==> config.mk <==
export PLATFORM = sky130hd
export DESIGN_NAME = imm_extend_pipe
export DESIGN_NICKNAME = d
export VERILOG_FILES = /design/src/rtl/imm_extend_pipe.sv
export SDC_FILE = /design/constraint.sdc
export NUM_CORES = 1
export LEC_CHECK = 0
export CAP_MARGIN = 20
export CORE_ASPECT_RATIO = 1.2
export CORE_MARGIN = 4
export CORE_UTILIZATION = 25
export DETAILED_ROUTE_END_ITERATION = 12
export GPL_TIMING_DRIVEN = 1
export PLACE_DENSITY = 0.53
export SYNTH_ARGS = -nofsm -noshare
export SYNTH_HDL_FRONTEND = slang
export SYNTH_SLANG_ARGS = --single-unit
==> constraint.sdc <==
create_clock -name clk -period 1.25 [get_ports clk]
set_input_delay 0.25 -clock clk [delete_from_list [all_inputs] [get_ports clk]]
set_output_delay 0.25 -clock clk [all_outputs]
set_load 0.1 [all_outputs]
==> src/rtl/imm_extend_pipe.sv <==
// Two-stage immediate extender: S1 captures the raw field, S2 holds the
// sign/zero-extended (optionally shifted) result behind a valid/ready handshake.
module imm_extend_pipe #(
    parameter int unsigned IN_W      = 12,
    parameter int unsigned OUT_W     = 16,
    parameter int unsigned NARROW0_W = 4,
    parameter int unsigned NARROW1_W = 8
) (
    input  logic             clk,
    input  logic             reset,
    input  logic             in_valid,
    output logic             in_ready,
    input  logic [1:0]       in_mode,
    input  logic             in_shl,
    input  logic [IN_W-1:0]  in_data,
    output logic             out_valid,
    input  logic             out_ready,
    output logic [OUT_W-1:0] out_data,
    output logic             out_neg
);

    localparam int unsigned PAD0_W = OUT_W - NARROW0_W;
    localparam int unsigned PAD1_W = OUT_W - NARROW1_W;
    localparam int unsigned PADF_W = OUT_W - IN_W;

    generate
        if (!(OUT_W >= IN_W + 1) || !(NARROW0_W < NARROW1_W) || !(NARROW1_W < IN_W)) begin : g_bad_params
            $error("imm_extend_pipe: illegal parameter combination");
        end
    endgenerate

    logic             v1;
    logic             v2;
    logic             adv1;
    logic             adv2;
    logic [1:0]       s1_mode;
    logic             s1_shl;
    logic [IN_W-1:0]  s1_data;
    logic [OUT_W-1:0] ext;
    logic [OUT_W-1:0] res;

    // A stage may load when it is empty or the stage after it is draining.
    always_comb begin
        adv2     = ~v2 | out_ready;
        adv1     = ~v1 | adv2;
        in_ready = adv1;
    end

    // Extension of the S1 field selected by mode, then the optional branch shift.
    always_comb begin
        ext = '0;
        case (s1_mode)
            2'b00: ext = {{PAD0_W{s1_data[NARROW0_W-1]}}, s1_data[NARROW0_W-1:0]};
            2'b01: ext = {{PAD1_W{s1_data[NARROW1_W-1]}}, s1_data[NARROW1_W-1:0]};
            2'b10: ext = {{PADF_W{s1_data[IN_W-1]}}, s1_data};
            2'b11: ext = {{PADF_W{1'b0}}, s1_data};
        endcase
        res = s1_shl ? {ext[OUT_W-2:0], 1'b0} : ext;
    end

    always_ff @(posedge clk) begin
        if (reset) begin
            v1      <= 1'b0;
            s1_mode <= 2'b00;
            s1_shl  <= 1'b0;
            s1_data <= '0;
        end else if (adv1) begin
            v1      <= in_valid;
            s1_mode <= in_mode;
            s1_shl  <= in_shl;
            s1_data <= in_data;
        end
    end

    always_ff @(posedge clk) begin
        if (reset) begin
            v2       <= 1'b0;
            out_data <= '0;
            out_neg  <= 1'b0;
        end else if (adv2) begin
            v2       <= v1;
            out_data <= res;
            out_neg  <= ext[OUT_W-1];
        end
    end

    assign out_valid = v2;

endmodule

==> reports/results.txt, run 1 <==
Vias in the first global route: 1,102
Rel. slew slack: 75.47%
Worst Path Max Fanout: 2
Critical path type: flip-flop to output port
Initial core utilization: 25.74%
Skew final: 0.004901 ns
Syn_nets: 171
PwrDens: 1306 mW/mm2
Clock sink total: 31
Required time worst endpoint: 1.00 ns
Min-Delay Path Class: flip-flop to flip-flop
Setup slack, reg-to-reg: 0.07 ns
Wire length per cell: 11.52 um
WHS Endpoint: out_valid$_SDFFE_PP0P_
Placer Congestion: 0.7259
Yosys reg bits: 31
Detail Placement HPWL: 2266 um
Slowest CP cell: dfxtp_4
Layout area overhead: 60.46%
FP Rows: 29
Synthesis Warnings: 0
Gate count of the mapped netlist: 152
Cell Area, Synth: 0.001364 mm2
Drt pass-1 iters: 5
Worst-Skew Late Latency: 0.28 ns
Root Buffer: clkbuf_8
Failing checks: negative setup slack
Sequential area share after synthesis: 45.50%
Final nets: 216
Largest net degree at the start of global routing: 21
First-pass GRT wire length: 4974 um
Total inserted antenna cells: 0
Share of layout cells above drive strength 1: 38.89%
Htree depth: 2
Delay of the slowest critical-path stage: 0.34 ns
Chip width: 75.43 um
Grt ovf: 0
Reg2Reg Launch Point: out_valid$_SDFFE_PP0P_
LEAKAGE: 0.0008690 uW
Reg2reg path depth: 6
Crit. End Element: output port
Filler Cells Inserted: 545
Worst EP arrival: 1.09 ns
RSZ-0062 raised after global routing: true
Final setup violating endpoints: 1
Final hold violations: 0
VDD IR-drop max: 0.0004741 V
Status: finished with violations
Worst hold path cell count: 2
Initial antenna violation count: 0
Die height: 88.91 um
Core area: 0.005298 mm2
Startpoint types: flip-flop
Crit Reg-Reg Endpoint: s1_shl$_SDFFE_PP0P_
Worst hold start: v1$_SDFFE_PP0P_
IO Port Bufs: 37
MaxCap Viol Count: 0
Die Area: 0.006706 mm2
Via density: 4.358
Mean Syn Cell Area: 8.972 um2
Io pins: 38
Fin. max-slew vios: 0
Hold_buf cts: 0
Global-route usage over all layers: 9.842%
Routed Antenna Nets: 0
DRC: 0
Placed cell count: 249
CTS tree: done
Cell Chain, Critical Path: and3b_2 -> clkinv_4 -> buf_12
Yosys cell types: 28
Max Clock Freq: 748.2 MHz
CTS Buf Count: 5
Minimum clock period: 1.337 ns
Via count: 1,133
Clock Pin Slew Worst Setup and Hold Paths: 0.06 ns
Pwr Total: 2859 uW
Starting DRC count in detailed routing: 50
Max clock buf depth: 2
Post-route worst setup slack: -0.08660 ns
Non-Filler Instances: 260
Fin crit share: 106.9%
Drt total wl: 2995 um
Worst-Margin Slew: 0.3675 ns
layout by cell type (no fill, tap or decap), drive strengths merged:
cell type	instances
nand2	35
buf	35
dfxtp	31
a21oi	18
clkdlybuf4s50	17
o21ai	10
mux2i	8
nor2	7
clkbuf	6
a31oi	6
mux2	4
a32o	3
a211oi	3
inv	2
clkinv	2
nor3	2
and3b	1
or2	1
nor2b	1
nand2b	1
o211ai	1
o21bai	1
nand3b	1
bufinv	1
dlygate4sd2	1
per-layer routing:
metal	wire (um)	GRT usage [%]	vias to the layer above	part of all wire (%)
met5	0	0	-	0
met1	1310	11.85	494	44
li1	-	-	606	-
met3	188	3.600	4	6.3
met2	1444	15.63	29	48
met4	52	4.293	0	1.7
cell type report:
| class | count | area, um2 | share of cell area, % |
|---|---|---|---|
| Clock inverter | 2 | 35.03 | 1.601 |
| Tap cell | 62 | 77.57 | 3.545 |
| Inverter | 3 | 16.27 | 0.7433 |
| Sequential cell | 31 | 639.4 | 29.22 |
| Clock buffer | 6 | 82.58 | 3.774 |
| Multi-Input combinational cell | 103 | 638.1 | 29.16 |
| Timing Repair Buffer | 53 | 699.4 | 31.96 |
cell families (layout without fill, tap and decap cells):
kind of cell / after synthesis / in the layout / share of synthesized area [%]
simple gates: 49 / 49 / 15.23
buf+inv: 18 / 64 / 9.816
compound gates: 42 / 42 / 20.28
flops: 31 / 31 / 45.50
mux: 12 / 12 / 9.174
where the power goes:
part | internal (uW) | switching (uW) | total [uW]
Clock | 644 | 361 | 1010
Combinational | 305 | 426 | 731
Sequential | 1060 | 66.5 | 1120
registers in the layout (all words and copies together) (netlist names):
signal / flops
s1_shl: 1
s1_mode: 2
v1: 1
out_data: 14
out_valid: 1
s1_data: 12
per-stage QoR:
| stage | setup TNS [ns] | hold slack (ns) | area [um2] | util [%] | setup WS [ns] |
|---|---|---|---|---|---|
| after global placement | -6.438 | 0.4444 | 2033 | 38.38 | -0.2831 |
| after floorplan | -0.6770 | 0.3153 | 1415 | - | -0.08682 |
| after global routing | -0.1362 | 0.4898 | 2188 | 41.31 | -0.1362 |
| final | -0.08660 | 0.4684 | 2188 | 41.31 | -0.08660 |
| after CTS | -0.1033 | 0.4723 | 2173 | 41.03 | -0.1033 |
| after detailed placement | -6.968 | 0.4599 | 2033 | 38.38 | -0.3186 |
cell usage after synthesis:
cell | instances | area share [%]
or2_1 | 1 | 0.46
o21bai_1 | 1 | 0.55
a31oi_1 | 1 | 0.46
nand3b_1 | 1 | 0.55
clkbuf_1 | 4 | 1.1
o21ai_1 | 2 | 0.73
a32o_1 | 3 | 2.2
nor2_1 | 7 | 1.9
clkbuf_8 | 1 | 1.0
buf_4 | 4 | 2.2
mux2i_1 | 8 | 5.9
nor3_1 | 1 | 0.37
inv_4 | 1 | 0.46
o211ai_1 | 1 | 0.55
and3b_1 | 1 | 0.64
nand2_1 | 35 | 9.6
mux2_2 | 4 | 3.3
a211oi_1 | 3 | 1.7
a21oi_1 | 18 | 6.6
buf_6 | 5 | 4.1
inv_1 | 2 | 0.55
a31oi_2 | 5 | 4.6
o21ai_0 | 8 | 2.9
dfxtp_1 | 31 | 46
nor3_2 | 1 | 0.73
nand2b_1 | 1 | 0.46
buf_2 | 1 | 0.37
nor2b_1 | 1 | 0.46
critical path: cells and delay by family, from the launching register on:
kind	cells	cell delay, ns
simple gates	1	0.22
buf+inv	2	0.23
flops	1	0.34
worst max path at each step:
stage	startpoint	endpoint	slack, ns
after floorplan	out_valid$_SDFFE_PP0P_	s1_data[11]$_SDFFE_PP0P_	-0.09
after detailed placement	out_ready	s1_mode[1]$_SDFFE_PP0P_	-0.32
after CTS	out_valid$_SDFFE_PP0P_	in_ready	-0.10
final	out_valid$_SDFFE_PP0P_	in_ready	-0.09
after global routing	out_valid$_SDFFE_PP0P_	in_ready	-0.14
after global placement	out_ready	s1_mode[1]$_SDFFE_PP0P_	-0.28
timing repair:
| item | in CTS | in global routing |
|---|---|---|
| setup endpoints to repair | 12 | 8 |
| resized for setup | 2 | 6 |
| pin swaps | 0 | 1 |
| buffers inserted | 3 | 1 |
Power figures use the tool's default switching activity.
==> run 2, diff against run 1 <==
- ABC_AREA: unset -> 1
==> reports/results.txt, run 2 <==
Synthesis Warnings: 0 (unchanged)
Syn_nets: 198 (was 171)
Via count: 1,250 (was 1,133)
WHS Endpoint: out_valid$_SDFFE_PP0P_ (unchanged)
Clock Pin Slew Worst Setup and Hold Paths: 0.06 ns (about the same)
Via density: 4.480 (was 4.358)
Post-synth top flop: dfxtp_1 (unchanged)
Yosys cell types: 20 (was 28)
Reg2Reg Launch Point: s1_mode[0]$_SDFFE_PP0P_ (was out_valid$_SDFFE_PP0P_)
Post-synth ARST share: 0% (unchanged)
Sequential area share after synthesis: 45.05% (was 45.50%)
Non-Filler Instances: 279 (was 260)
Crit. End Element: output port (unchanged)
Biggest register: out_data (unchanged)
Cell Area, Synth: 0.001378 mm2 (was 0.001364 mm2)
Drt total wl: 3038 um (was 2995 um)
Routed Antenna Nets: 0 (unchanged)
MaxCap Viol Count: 0 (unchanged)
Fin crit share: 94.71% (was 106.9%)
RSZ-0062 raised after global routing: false (was true)
Worst-Margin Slew: 0.3864 ns (was 0.3675 ns)
Die Area: 0.006767 mm2 (was 0.006706 mm2)
Most instantiated library cell after synthesis: dfxtp_1 (was nand2_1)
Required time worst endpoint: 1.00 ns (about the same)
FP Rows: 29 (unchanged)
Die height: 89.32 um (was 88.91 um)
Placer Congestion: 0.7287 (was 0.7259)
Min-Delay Path Class: flip-flop to flip-flop (unchanged)
DRC: 0 (unchanged)
CTS Buf Count: 5 (unchanged)
Layout area overhead: 54.95% (was 60.46%)
Synth top area share: 45.05% (was 45.50%)
Max clock buf depth: 2 (unchanged)
Chip width: 75.77 um (was 75.43 um)
Final setup violating endpoints: 0 (was 1)
Total inserted antenna cells: 0 (unchanged)
Synth cell count leaders: 31 x dfxtp_1, 28 x nand2_1, 24 x o21ai_0, 23 x a21oi_1, 20 x inv_1 (was 35 x nand2_1, 31 x dfxtp_1, 18 x a21oi_1, 8 x mux2i_1, 8 x o21ai_0)
Initial antenna violation count: 0 (unchanged)
Largest net degree at the start of global routing: 32 (was 21)
LEAKAGE: 0.0009116 uW (was 0.0008690 uW)
CTS tree: done (unchanged)
Setup slack, reg-to-reg: 0.13 ns (was 0.07 ns)
Filler Cells Inserted: 541 (was 545)
Most common cell after layout, fill and taps aside: nand2_1 (unchanged)
Worst EP arrival: 0.93 ns (was 1.09 ns)
Fin. max-slew vios: 0 (unchanged)
Rel. slew slack: 74.21% (was 75.47%)
VDD IR-drop max: 0.0005280 V (was 0.0004741 V)
Crit Reg-Reg Endpoint: out_data[8]$_SDFFE_PP0P_ (was s1_shl$_SDFFE_PP0P_)
IO Port Bufs: 37 (unchanged)
Share of layout cells above drive strength 1: 29.03% (was 38.89%)
Top Registers: out_data (14), s1_data (12), s1_mode (2) (unchanged)
Largest register FFs: 14 (unchanged)
Root Buffer: clkbuf_8 (unchanged)
Initial core utilization: 25.83% (was 25.74%)
Pwr Total: 2695 uW (was 2859 uW)
Vias in the first global route: 1,198 (was 1,102)
Worst-Skew Late Latency: 0.28 ns (about the same)
Most frequent cells in the layout: 28 x nand2_1, 24 x o21ai_0, 23 x a21oi_1 (was 26 x nand2_1, 20 x dfxtp_1, 20 x buf_12)
DP Area: 0.002046 mm2 (was 0.002033 mm2)
Yosys top cell by area: dfxtp_1 (unchanged)
Final instance area: 0.002135 mm2 (was 0.002188 mm2)
Gate count of the mapped netlist: 179 (was 152)
Final hold violations: 0 (unchanged)
Max Clock Freq: 844.7 MHz (was 748.2 MHz)
Final nets: 235 (was 216)
Mean Syn Cell Area: 7.696 um2 (was 8.972 um2)
Grt ovf: 0 (unchanged)
Startpoint types: flip-flop (unchanged)
Placed cell count: 270 (was 249)
Detail Placement HPWL: 2185 um (was 2266 um)
Critical path type: flip-flop to output port (unchanged)
Post-synth EDFFs: 0 (unchanged)
Htree depth: 2 (unchanged)
Starting DRC count in detailed routing: 56 (was 50)
Io pins: 38 (unchanged)
Status: finished, final reports clean (was finished with violations)
Drt pass-1 iters: 5 (unchanged)
Core area: 0.005334 mm2 (was 0.005298 mm2)
Minimum clock period: 1.184 ns (was 1.337 ns)
Skew final: 0.006704 ns (was 0.004901 ns)
Wire length per cell: 10.89 um (was 11.52 um)
Reg2reg path depth: 5 (was 6)
Final hold slack: 0.4618 ns (was 0.4684 ns)
Setup_tns: 0 ns (was -0.08660 ns)
Yosys reg bits: 31 (unchanged)
Worst Path Max Fanout: 3 (was 2)
First-pass GRT wire length: 5340 um (was 4974 um)
Ranking of synthesized cells by area: dfxtp_1 45%, o21ai_0 8.7%, a21oi_1 8.4% (was dfxtp_1 46%, nand2_1 9.6%, a21oi_1 6.6%)
Worst hold start: v1$_SDFFE_PP0P_ (unchanged)
Global-route usage over all layers: 10.31% (was 9.842%)
Clock sink total: 31 (unchanged)
PwrDens: 1263 mW/mm2 (was 1306 mW/mm2)
Worst hold path cell count: 2 (unchanged)
run 2: kinds of logic after synthesis:
logic type             synth area share [%]
AO/OA/AOI/OAI                         24.61
AND/OR/NAND/NOR                       17.98
buffers and inverters                 12.35
flip-flops                            45.05
run 2: power breakdown:
group,internal (uW),leakage (uW),total (uW),switching (uW)
Combinational,314,0.000606,807,493
Sequential,1070,0.000263,1140,71.4
Clock,390,0.0000422,750,360
run 2: critical path: stages, from the launching register on:
cell and delay (ns):
dfxtp_4 0.37, nand3_2 0.11, buf_12 0.18
run 2: final cells by class:
type                            instances  area [um2]  share of cell area, %
Timing Repair Buffer                   45       656.9                  30.77
Sequential cell                        31       645.6                  30.25
Multi-Input combinational cell        110       586.8                  27.49
Inverter                               23       86.33                  4.045
Tap cell                               62       77.57                  3.634
Clock buffer                            7       76.32                  3.576
Clock inverter                          1       5.005                 0.2345
run 2: how the worst max path moves through the flow:
stage                                 start                  endpoint  slack [ns]  depth (start not counted)
global placement                  out_ready  out_data[8]$_SDFFE_PP0P_       -0.16                          6
floorplan            out_valid$_SDFFE_PP0P_  s1_data[10]$_SDFFE_PP0P_      0.0006                          3
global route        s1_mode[0]$_SDFFE_PP0P_  out_data[8]$_SDFFE_PP0P_        0.01                          5
CTS                  out_valid$_SDFFE_PP0P_                  in_ready        0.05                          2
detailed placement                out_ready  out_data[8]$_SDFFE_PP0P_       -0.16                          6
finish               out_valid$_SDFFE_PP0P_                  in_ready        0.07                          2
run 2: repair_timing:
action / in CTS / in global routing
setup endpoints to repair: 1 / 1
endpoints found under the hold margin: 0 / 0
gates resized for setup: 1 / 1
hold buffers: 0 / 0
setup buffers: 1 / 0
run 2: per-stage QoR:
| step | utilization (%) | setup WS [ns] |
|---|---|---|
| 6_report | 40.02 | 0.06612 |
| 5_1_grt | 40.02 | 0.01338 |
| 4_1_cts | 40.00 | 0.05450 |
| 3_5_place_dp | 38.35 | -0.1568 |
| 3_3_place_gp | 38.35 | -0.1586 |
| 2_1_floorplan | - | 0.0006383 |
run 2: routing by layer:
| layer | GRT usage, % | part of all wire [%] | up-vias |
|---|---|---|---|
| met2 | 15.50 | 44 | 32 |
| met3 | 2.700 | 5.6 | 9 |
| li1 | - | - | 673 |
| met5 | 0 | 0 | - |
| met4 | 5.723 | 2.8 | 0 |
| met1 | 13.24 | 47 | 536 |
